[src/rtl/bullet_ctrl.sv]
// Per-tank bullet launcher and flight tracker: 13-bit fixed-point position (3 fractional bits), wall/screen bounce, lifetime and cooldown.
// Optional macro BULLET_BOUNCE_LIMIT_EN retires the bullet once it would exceed MAX_BOUNCES bounces.
module bullet_ctrl #(
  parameter int unsigned BULLET_SPEED = 32,
  parameter int unsigned LIFETIME     = 300,
  parameter int unsigned COOLDOWN     = 15,
  parameter int unsigned BULLET_SIZE  = 2,
  parameter int unsigned MAX_BOUNCES  = 5
) (
  input  logic       frame_clk,
  input  logic       Reset_n,
  input  logic       ShootBullet,
  input  logic [9:0] TankX,
  input  logic [9:0] TankY,
  input  logic [9:0] TankS,
  input  logic [7:0] sin,
  input  logic [7:0] cos,
  input  logic       isWallLeft,
  input  logic       isWallRight,
  input  logic       isWallTop,
  input  logic       isWallBottom,
  input  logic       hit,
  input  logic [1:0] game_end,
  output logic [9:0] BulletX,
  output logic [9:0] BulletY,
  output logic [9:0] BulletS,
  output logic       BulletActive,
  output logic       ShotFired
);

  localparam int unsigned POS_W  = 13;
  localparam int unsigned LIFE_W = $clog2(LIFETIME + 1);
  localparam int unsigned CD_W   = $clog2(COOLDOWN + 1);

  localparam logic [1:0] S_IDLE   = 2'd0;
  localparam logic [1:0] S_FLIGHT = 2'd1;
  localparam logic [1:0] S_COOL   = 2'd2;

  // Last in-screen positions in 1/8 px: 639 px and 479 px plus the fraction.
  localparam logic [POS_W-1:0] X_LIM = POS_W'(640 * 8 - 1);
  localparam logic [POS_W-1:0] Y_LIM = POS_W'(480 * 8 - 1);

  logic [1:0]       state, state_d;
  logic [POS_W-1:0] pos_x, pos_x_d, pos_y, pos_y_d;
  logic [POS_W-1:0] vel_x, vel_x_d, vel_y, vel_y_d;
  logic [LIFE_W-1:0] life, life_d;
  logic [CD_W-1:0]  cd, cd_d;
  logic             active, active_d;
  logic             shot, shot_d;
  logic             shoot_q;

  // Launch geometry: muzzle offset and velocity from sign-magnitude sin/cos.
  logic             fire;
  logic [13:0]      off;
  logic [20:0]      off_x_p, off_y_p;
  logic [POS_W-1:0] off_x, off_y, spd_x, spd_y, base_x, base_y;
  logic [POS_W-1:0] launch_x, launch_y, launch_vx, launch_vy;

  assign fire     = ShootBullet & ~shoot_q;
  assign off      = {11'(TankS) + 11'd2, 3'b000};
  assign off_x_p  = 21'(off) * 21'(cos[6:0]);
  assign off_y_p  = 21'(off) * 21'(sin[6:0]);
  assign off_x    = POS_W'(off_x_p >> 7);
  assign off_y    = POS_W'(off_y_p >> 7);
  assign spd_x    = POS_W'((BULLET_SPEED * 32'(cos[6:0])) >> 7);
  assign spd_y    = POS_W'((BULLET_SPEED * 32'(sin[6:0])) >> 7);
  assign base_x   = {TankX, 3'b000};
  assign base_y   = {TankY, 3'b000};
  assign launch_x = cos[7] ? base_x - off_x : base_x + off_x;
  assign launch_y = sin[7] ? base_y + off_y : base_y - off_y;
  assign launch_vx = cos[7] ? POS_W'(0) - spd_x : spd_x;
  assign launch_vy = sin[7] ? spd_y : POS_W'(0) - spd_y;

  // Bounce decision uses the pre-flip next position; the move uses the post-flip velocity.
  logic [POS_W-1:0] next_x, next_y, step_x, step_y;
  logic             flip_x, flip_y, flip_any, retire;

  assign next_x   = pos_x + vel_x;
  assign next_y   = pos_y + vel_y;
  assign flip_x   = isWallLeft | isWallRight | (next_x > X_LIM);
  assign flip_y   = isWallTop | isWallBottom | (next_y > Y_LIM);
  assign flip_any = flip_x | flip_y;
  assign step_x   = flip_x ? POS_W'(0) - vel_x : vel_x;
  assign step_y   = flip_y ? POS_W'(0) - vel_y : vel_y;

`ifdef BULLET_BOUNCE_LIMIT_EN
  localparam int unsigned BNC_W = $clog2(MAX_BOUNCES + 1);
  logic [BNC_W-1:0] bounce, bounce_d;

  assign retire = hit | (life == LIFE_W'(1)) | (flip_any & (bounce == BNC_W'(MAX_BOUNCES)));

  always_ff @(posedge frame_clk or negedge Reset_n) begin
    if (!Reset_n) bounce <= '0;
    else          bounce <= bounce_d;
  end

  always_comb begin
    bounce_d = bounce;
    if (state == S_IDLE && fire) begin
      bounce_d = '0;
    end else if (state == S_FLIGHT && game_end == 2'd0 && !retire && flip_any) begin
      bounce_d = bounce + BNC_W'(1);
    end
  end
`else
  logic [31:0] bounce_unused;
  assign bounce_unused = MAX_BOUNCES;
  assign retire = hit | (life == LIFE_W'(1));
`endif

  // State and datapath registers.
  always_ff @(posedge frame_clk or negedge Reset_n) begin
    if (!Reset_n) begin
      state   <= S_IDLE;
      pos_x   <= '0;
      pos_y   <= '0;
      vel_x   <= '0;
      vel_y   <= '0;
      life    <= '0;
      cd      <= '0;
      active  <= 1'b0;
      shot    <= 1'b0;
      shoot_q <= 1'b0;
    end else begin
      state   <= state_d;
      pos_x   <= pos_x_d;
      pos_y   <= pos_y_d;
      vel_x   <= vel_x_d;
      vel_y   <= vel_y_d;
      life    <= life_d;
      cd      <= cd_d;
      active  <= active_d;
      shot    <= shot_d;
      shoot_q <= ShootBullet;
    end
  end

  // Next-state and datapath update.
  always_comb begin
    state_d = state;
    pos_x_d = pos_x;
    pos_y_d = pos_y;
    vel_x_d = vel_x;
    vel_y_d = vel_y;
    life_d  = life;
    cd_d    = cd;
    shot_d  = 1'b0;
    case (state)
      S_IDLE: begin
        if (fire) begin
          pos_x_d = launch_x;
          pos_y_d = launch_y;
          vel_x_d = launch_vx;
          vel_y_d = launch_vy;
          life_d  = LIFE_W'(LIFETIME);
          shot_d  = 1'b1;
          state_d = S_FLIGHT;
        end
      end
      S_FLIGHT: begin
        if (game_end != 2'd0) begin
          state_d = S_IDLE;
        end else if (retire) begin
          cd_d    = CD_W'(COOLDOWN);
          state_d = S_COOL;
        end else begin
          vel_x_d = step_x;
          vel_y_d = step_y;
          pos_x_d = pos_x + step_x;
          pos_y_d = pos_y + step_y;
          life_d  = life - LIFE_W'(1);
        end
      end
      S_COOL: begin
        if (game_end != 2'd0 || cd <= CD_W'(1)) begin
          cd_d    = '0;
          state_d = S_IDLE;
        end else begin
          cd_d = cd - CD_W'(1);
        end
      end
      default: state_d = S_IDLE;
    endcase
    active_d = (state_d == S_FLIGHT);
  end

  assign BulletX      = pos_x[12:3];
  assign BulletY      = pos_y[12:3];
  assign BulletS      = 10'(BULLET_SIZE);
  assign BulletActive = active;
  assign ShotFired    = shot;

endmodule
[config.mk]
export PLATFORM = sky130hd
export DESIGN_NAME = bullet_ctrl
export DESIGN_NICKNAME = d
export VERILOG_FILES = /design/src/rtl/bullet_ctrl.sv
export SDC_FILE = /design/constraint.sdc
export NUM_CORES = 1
export LEC_CHECK = 0
export ABC_AREA = 1
export BUFFER_PORTS_ARGS = -buffer_cell sky130_fd_sc_hd__buf_2
export CAP_MARGIN = 20
export CORE_MARGIN = 10
export CORE_UTILIZATION = 50
export DETAILED_ROUTE_END_ITERATION = 10
export GPL_TIMING_DRIVEN = 0
export HOLD_SLACK_MARGIN = 0.02
export PLACE_DENSITY_LB_ADDON = 0.15
export RECOVER_POWER = 100
export SYNTH_ARGS = -nofsm -noshare
export SYNTH_HDL_FRONTEND = slang
export SYNTH_SLANG_ARGS = --single-unit
[constraint.sdc]
create_clock -name frame_clk -period 4.2 [get_ports frame_clk]
set_input_delay 0.63 -clock frame_clk [delete_from_list [all_inputs] [get_ports frame_clk]]
set_output_delay 0.63 -clock frame_clk [all_outputs]
set_load 0.01 [all_outputs]
==> flow_summary_export.csv, run 1 <==
group,metric,value,unit
worst_setup_path,path_buf_inv,6,
cts,cts-root-buf,"clkbuf_16",
grt,met3_usage,0.02826,
die,start_util,0.5089,
worst_setup_path,cp_max_fo,7,
final_layout,syn_to_final_growth,28.09,%
grt,top_usage_layer,"met2",
synth,synth_top_cells_by_count,"nand2_1, inv_1, nor2_1",
die,die_x,183.1,um
route,detail-route-antenna-nets,0,
sta,fmax,161.0,MHz
placement,post-place-ws,-3.077,ns
sta,skew,0.009031,ns
grt,antenna_found_initial,3,
route,via_per_inst,5.403,
die,die_height,183.1,um
sta,relSlewSlack,-0.5237,
worst_setup_path,rr_startpoint,"vel_y[0]",
synth,ys_top_cells_by_area,"ha_1, fa_1, dfrtp_1",
cts,cts_tree,"built",
route,dr.pass1.iters,5,
hold_path,holdPathEnd,"shoot_q",
die,io_pins,88,
cts,cts_hold_buf,0,
die,die-area,33520,sq um
synth,post-synth-top-count-cell,"nand2_1",
worst_setup_path,critPathKind,"in -> reg",
synth,synth.distinct_cells,59,
synth,ys_warn_count,0,
worst_setup_path,crit_arrival,6.45,ns
synth,synthesis.area,13300,sq um
cts,htree_levels,3,
final_layout,final_cells,2502,
cts,cts_max_path_buffers,2,
route,routed_wl,40.95,mm
synth,syn_inst,1968,
sta,finalSetupViolCount,22,
sta,finalHoldViolations,0,
final_layout,finalNetCount,2465,
placement,routabilityCongestion,0.9243,
grt,grt_pass1_wl,64.97,mm
grt,gr-total-overflow,0,
hold_path,hp-class,"in -> reg",
synth,synth.avg_cell_area,6.757,sq um
synth,synth-main-ff-cell,"dfrtp_1",
sta,layout_worst_path_cycle_share,1.479,
route,drt_iter0_markers,930,
worst_setup_path,r2r_setup_slack,-0.11,ns
hold_path,min_path_cells,1,
synth,yosysTopAreaCellShare,0.1505,
final_layout,fin_util,0.6518,
sta,rsz0062_at_grt,"yes",
grt,grt.met1_usage,0.3053,
run_status,violations,"max-capacitance violations, max-slew violations, negative setup slack",
grt,grt_usage,0.2349,
sta,layout_setup_ws,-2.012,ns
worst_setup_path,slowest_stage,"fa_1",
placement,dp_cells,2385,
cts,cts.sinks,70,
worst_setup_path,r2r_cells,28,
route,avgRoutedWirePerCell,16.37,um
grt,grt_max_degree,50,
synth,synth-edff-count,0,
placement,post-dp-hpwl,30.75,mm
worst_setup_path,cp_common_cell,"nand2_2",
sta,worst_pin_slew,2.286,ns
cts,cts_made_buffers,9,
route,via_count,13520,
route,drc,0,
die,coreArea,26130,sq um
worst_setup_path,startpoint_type,"input port",
grt,groute.layer.met2.usage,0.3929,
sta,finalCriticalPeriod,6.212,ns
final_layout,drive_gt1_frac,0.2685,
placement,port_buffers,73,
sta,maxSlewViolCount,50,
worst_setup_path,end_kind,"flop",
run,maxCapViolCount,1,
worst_setup_path,slowest_delay,0.57,ns
synth,yosysTopAreaCell,"ha_1",
synth,ys_ff_latch,70,
worst_setup_path,required,4.43,ns
cts,cts.clk_slew.worst_paths,0.06,ns
die,std_cell_rows,59,
worst_setup_path,critical_path.top_delay_family,"adder cells",
hold_path,hold_start,"ShootBullet",
grt,grt_pass1_vias,13130,
run_status,status,"finished, violations left",
synth,synthArstFlopShare,1.000,
synth,ys_seq_area_frac,0.1317,
worst_setup_path,r2r-end,"pos_y[12]",
cts,clk_latency,0.35,ns
cell usage in the layout (no fill, tap or decap), drive strengths merged, types with 3 or more instances in the layout:
cell type,synthesis,final
a21o,7,7
a21oi,132,132
a22oi,14,14
a31oi,13,13
buf,49,204
clkbuf,23,49
clkinv,5,11
conb,2,10
dfrtp,70,70
diode,0,3
fa,90,90
ha,160,160
inv,341,340
nand2,458,458
nand3,109,109
nand3b,8,8
nand4,21,21
nor2,221,221
nor3,24,24
nor4,4,4
o211ai,8,8
o21a,3,3
o21ai,104,104
o21bai,14,14
o31ai,4,4
or2,10,10
xnor2,11,11
xor2,48,48
layout make-up:
type,count,area (sq um)
Multi-Input combinational cell,1488,11430
Fill cell,2277,9100
Sequential cell,70,1752
Inverter,346,1336
Timing Repair Buffer,175,1290
Buffer,69,521.8
Tap cell,335,419.2
Clock buffer,10,239.0
Clock inverter,6,37.54
Antenna cell,3,7.507
repair_timing:
item / CTS / global route
resized for setup: 208 / 132
setup buffers: 69 / 32
setup endpoints to repair: 24 / 24
pin swaps: 123 / 97
metrics by stage:
step | hold slack (ns) | setup TNS (ns) | cell area, sq um
floorplan | 0.3344 | -27.48 | 13790
global placement | 0.4759 | -47.07 | 14570
detailed placement | 0.4918 | -48.10 | 14600
CTS | 0.1897 | -28.28 | 16290
global route | 0.3975 | -35.69 | 17030
finish | 0.4001 | -30.49 | 17030
registers in the layout, summed over array words and instances, names as in the netlist:
register      count
BulletActive      1
ShotFired         1
cd                4
life              9
pos_x            13
pos_y            13
shoot_q           1
state             2
vel_x            13
vel_y            13
metal layers:
metal / wire (um) / share of wire / vias to the layer above
met5: 0 / 0 / -
met4: 1253 / 0.031 / 0
met3: 2305 / 0.056 / 88
met2: 19580 / 0.48 / 426
met1: 17820 / 0.44 / 6378
li1: - / - / 6627
cells by family (layout without fill, tap and decap cells):
group           count (synthesis)  in the layout  synth area share
simple gates                  856            856            0.2746
buf+inv                       418            606            0.1312
compound gates                313            313            0.1365
fa+ha+maj                     250            250            0.2860
flops                          70             70            0.1317
xor+xnor                       59             59           0.03942
other cells                     2             13         0.0005648
worst register-to-register path: cells and delay by family, from the launching register on:
kind                     cells  cell delay, ns
adder cells (fa/ha/maj)      3            1.10
flip-flops                   1            0.42
AND/OR/NAND/NOR             14            1.15
XOR/XNOR                     2            0.45
buffers and inverters        5            0.50
AO/OA/AOI/OAI                4            0.62
worst max-delay path by stage:
stage	from	endpoint	slack (ns)	cells past startpoint
after floorplan	TankS[2]	pos_x[12]	-1.88	33
after global placement	TankS[3]	pos_y[12]	-3.03	37
after detailed placement	TankS[3]	pos_y[12]	-3.08	37
after CTS	TankS[2]	pos_y[11]	-1.92	37
after global routing	TankS[2]	pos_y[12]	-2.24	36
final	TankS[2]	pos_y[12]	-2.01	36
Power of run 1 is not shown: default switching activity piles up to over one toggle a cycle in this logic, so the estimate is an artifact.
==> run 2, diff against run 1 <==
--- a/config.mk
+++ b/config.mk
@@ -14,5 +14,5 @@
 export GPL_TIMING_DRIVEN = 0
 export HOLD_SLACK_MARGIN = 0.02
-export PLACE_DENSITY_LB_ADDON = 0.15
+export PLACE_DENSITY = 0.68
 export RECOVER_POWER = 100
 export SYNTH_ARGS = -nofsm -noshare
==> constraint.sdc (replaced) <==
create_clock -name frame_clk -period 4.2 [get_ports frame_clk]
set_input_delay 0.63 -clock frame_clk [delete_from_list [all_inputs] [get_ports frame_clk]]
set_output_delay 0.63 -clock frame_clk [all_outputs]
set_load 0.05 [all_outputs]
==> run 2 against run 1 <==
The flow still finishes with violations (max-capacitance violations, max-slew violations, negative setup slack). Die area did not move. Register-to-register slack worse by 0.28 ns. Worst hold slack worse by 0.094 ns. Final cell count fell by 0.52%. Via count decreased by 1.4%. Fmax decreased by 0.63%. Flip-flop and latch count unchanged. Final area down 1.8%. Critical path type unchanged. Critical endpoint is now pos_x[12].
==> flow_summary_export.csv, run 2 (synthesized netlist as in run 1, its figures left out) <==
group,metric,value,unit
grt,grt_pass1_vias,12940,
placement,port_buffers,73,
route,detail-route-antenna-nets,0,
sta,finalCriticalPeriod,6.251,ns
cts,cts-root-buf,"clkbuf_16",
final_layout,drive_gt1_frac,0.2405,
worst_setup_path,critPathKind,"in -> reg",
worst_setup_path,crit_arrival,6.48,ns
final_layout,mostFrequentLayoutCells,"nand2_1, inv_1, nor2_1",
die,die_height,183.1,um
worst_setup_path,end_kind,"flop",
final_layout,design_area,16730,sq um
final_layout,finalNetCount,2451,
worst_setup_path,r2r_cells,26,
sta,finalHoldViolations,0,
sta,relSlewSlack,-0.8549,
worst_setup_path,slowest_delay,0.52,ns
grt,gr-total-overflow,0,
route,drt_iter0_markers,1011,
cts,cts.clk_slew.worst_paths,0.06,ns
route,dr.pass1.iters,5,
cts,htree_levels,3,
sta,layout_worst_path_cycle_share,1.488,
cts,cts_tree,"built",
route,wl_met2,18.95,mm
sta,rsz0062_at_grt,"yes",
worst_setup_path,r2r-end,"pos_x[12]",
worst_setup_path,startpoint_type,"input port",
die,std_cell_rows,59,
grt,grt_usage,0.2316,
final_layout,final_common_cell,"nand2_1",
route,routed_wl,39.68,mm
run_status,status,"finished, violations left",
grt,grt_max_degree,60,
cts,clk_latency,0.35,ns
worst_setup_path,cp_max_fo,4,
sta,skew,0.008230,ns
route,wl_met1,17.56,mm
worst_setup_path,rr_startpoint,"vel_x[0]",
grt,grt_pass1_wl,64.19,mm
die,io_pins,88,
route,wl_met3,2.254,mm
worst_setup_path,cp_common_cell,"fa_1",
run_status,violations,"max-capacitance violations, max-slew violations, negative setup slack",
route,via_per_inst,5.358,
cts,cts_max_path_buffers,2,
placement,placed_cell_area,14600,sq um
placement,post-dp-hpwl,30.71,mm
worst_setup_path,slowest_stage,"fa_1",
grt,antenna_found_initial,4,
route,avgRoutedWirePerCell,15.94,um
die,start_util,0.5089,
worst_setup_path,required,4.43,ns
route,maxUsedRoutingLayer,"met4",
die,die_x,183.1,um
route,drc,0,
sta,maxSlewViolCount,60,
sta,fmax,160.0,MHz
worst_setup_path,r2r_setup_slack,-0.39,ns
die,coreArea,26130,sq um
cts,cts_made_buffers,9,
hold_path,hp-class,"in -> async",
sta,finalSetupViolCount,22,
final_layout,fillers,2339,
sta,worst_pin_slew,2.782,ns
die,die-area,33520,sq um
cts,cts.sinks,70,
run,maxCapViolCount,1,
sta,layout_setup_ws,-2.051,ns
route,via_count,13340,
final_layout,syn_to_final_growth,25.82,%
placement,routabilityCongestion,0.9172,
[run 2: cell types whose count changed in the layout (fill, tap and decap cells not counted), moves of 7 or more]
cell / before / now
nor2_1: 173 / 186
clkbuf_1: 14 / 41
buf_2: 72 / 49
nand2_1: 382 / 391
clkbuf_4: 20 / 1
buf_6: 27 / 17
nor2_4: 24 / 15
nand2_2: 57 / 50
o21ai_1: 29 / 21
buf_4: 96 / 109
[run 2: worst max-delay path: cells and delay by family]
family,cells,cell delay (ns)
AND/OR/NAND/NOR,11,1.28
XOR/XNOR,1,0.15
adder cells (fa/ha/maj),6,2.51
AO/OA/AOI/OAI,6,0.85
buffers and inverters,11,1.05
[run 2: worst max-delay path by stage]
stage,startpoint,endpoint,slack (ns),depth (start not counted)
floorplan,TankS[2],pos_x[12],-1.88,33
global placement,TankS[3],pos_y[12],-3.04,37
detailed placement,TankS[3],pos_y[12],-3.07,37
CTS,TankS[2],pos_y[12],-1.93,36
global route,TankS[4],pos_y[12],-2.33,37
finish,TankS[4],pos_x[12],-2.05,35
[run 2: per-layer routing]
layer  up-vias  global-route usage
met5         -                   0
met4         0             0.07246
met3        65             0.02115
met2       391              0.3895
met1      6269              0.3082
li1       6611                   -
[run 2: layout make-up]
cell class / count / area, sq um / area share
multi-input cells: 1488 / 11250 / 0.6725
flip-flops and latches: 70 / 1752 / 0.1047
inverters: 346 / 1330 / 0.07949
repair buffers: 161 / 1111 / 0.06641
plain buffers: 69 / 510.5 / 0.03051
well taps: 335 / 419.2 / 0.02505
clock buffers: 9 / 225.2 / 0.01346
clock inverters: 7 / 122.6 / 0.007329
diodes: 4 / 10.01 / 0.0005983
[run 2: repair_timing]
action | in CTS | in global routing
hold buffers | 0 | 0
gates resized for setup | 157 | 138
pin swaps | 98 | 79
hold endpoints to repair | 0 | 0
setup buffers | 66 | 23
setup endpoints to repair | 24 | 24
[run 2: stage by stage]
stage / setup WS, ns / hold slack (ns) / setup TNS [ns] / util / instances
2_1_floorplan: -1.882 / 0.3344 / -27.48 / - / 1976
3_3_place_gp: -3.040 / 0.4789 / -46.79 / 0.5576 / 2384
3_5_place_dp: -3.071 / 0.4862 / -48.27 / 0.5587 / 2385
4_1_cts: -1.934 / 0.1324 / -27.97 / 0.6158 / 2465
5_1_grt: -2.330 / 0.3582 / -35.41 / 0.6402 / 2489
6_report: -2.051 / 0.3057 / -30.02 / 0.6402 / 2489
Power of run 2 is left out for the same reason.
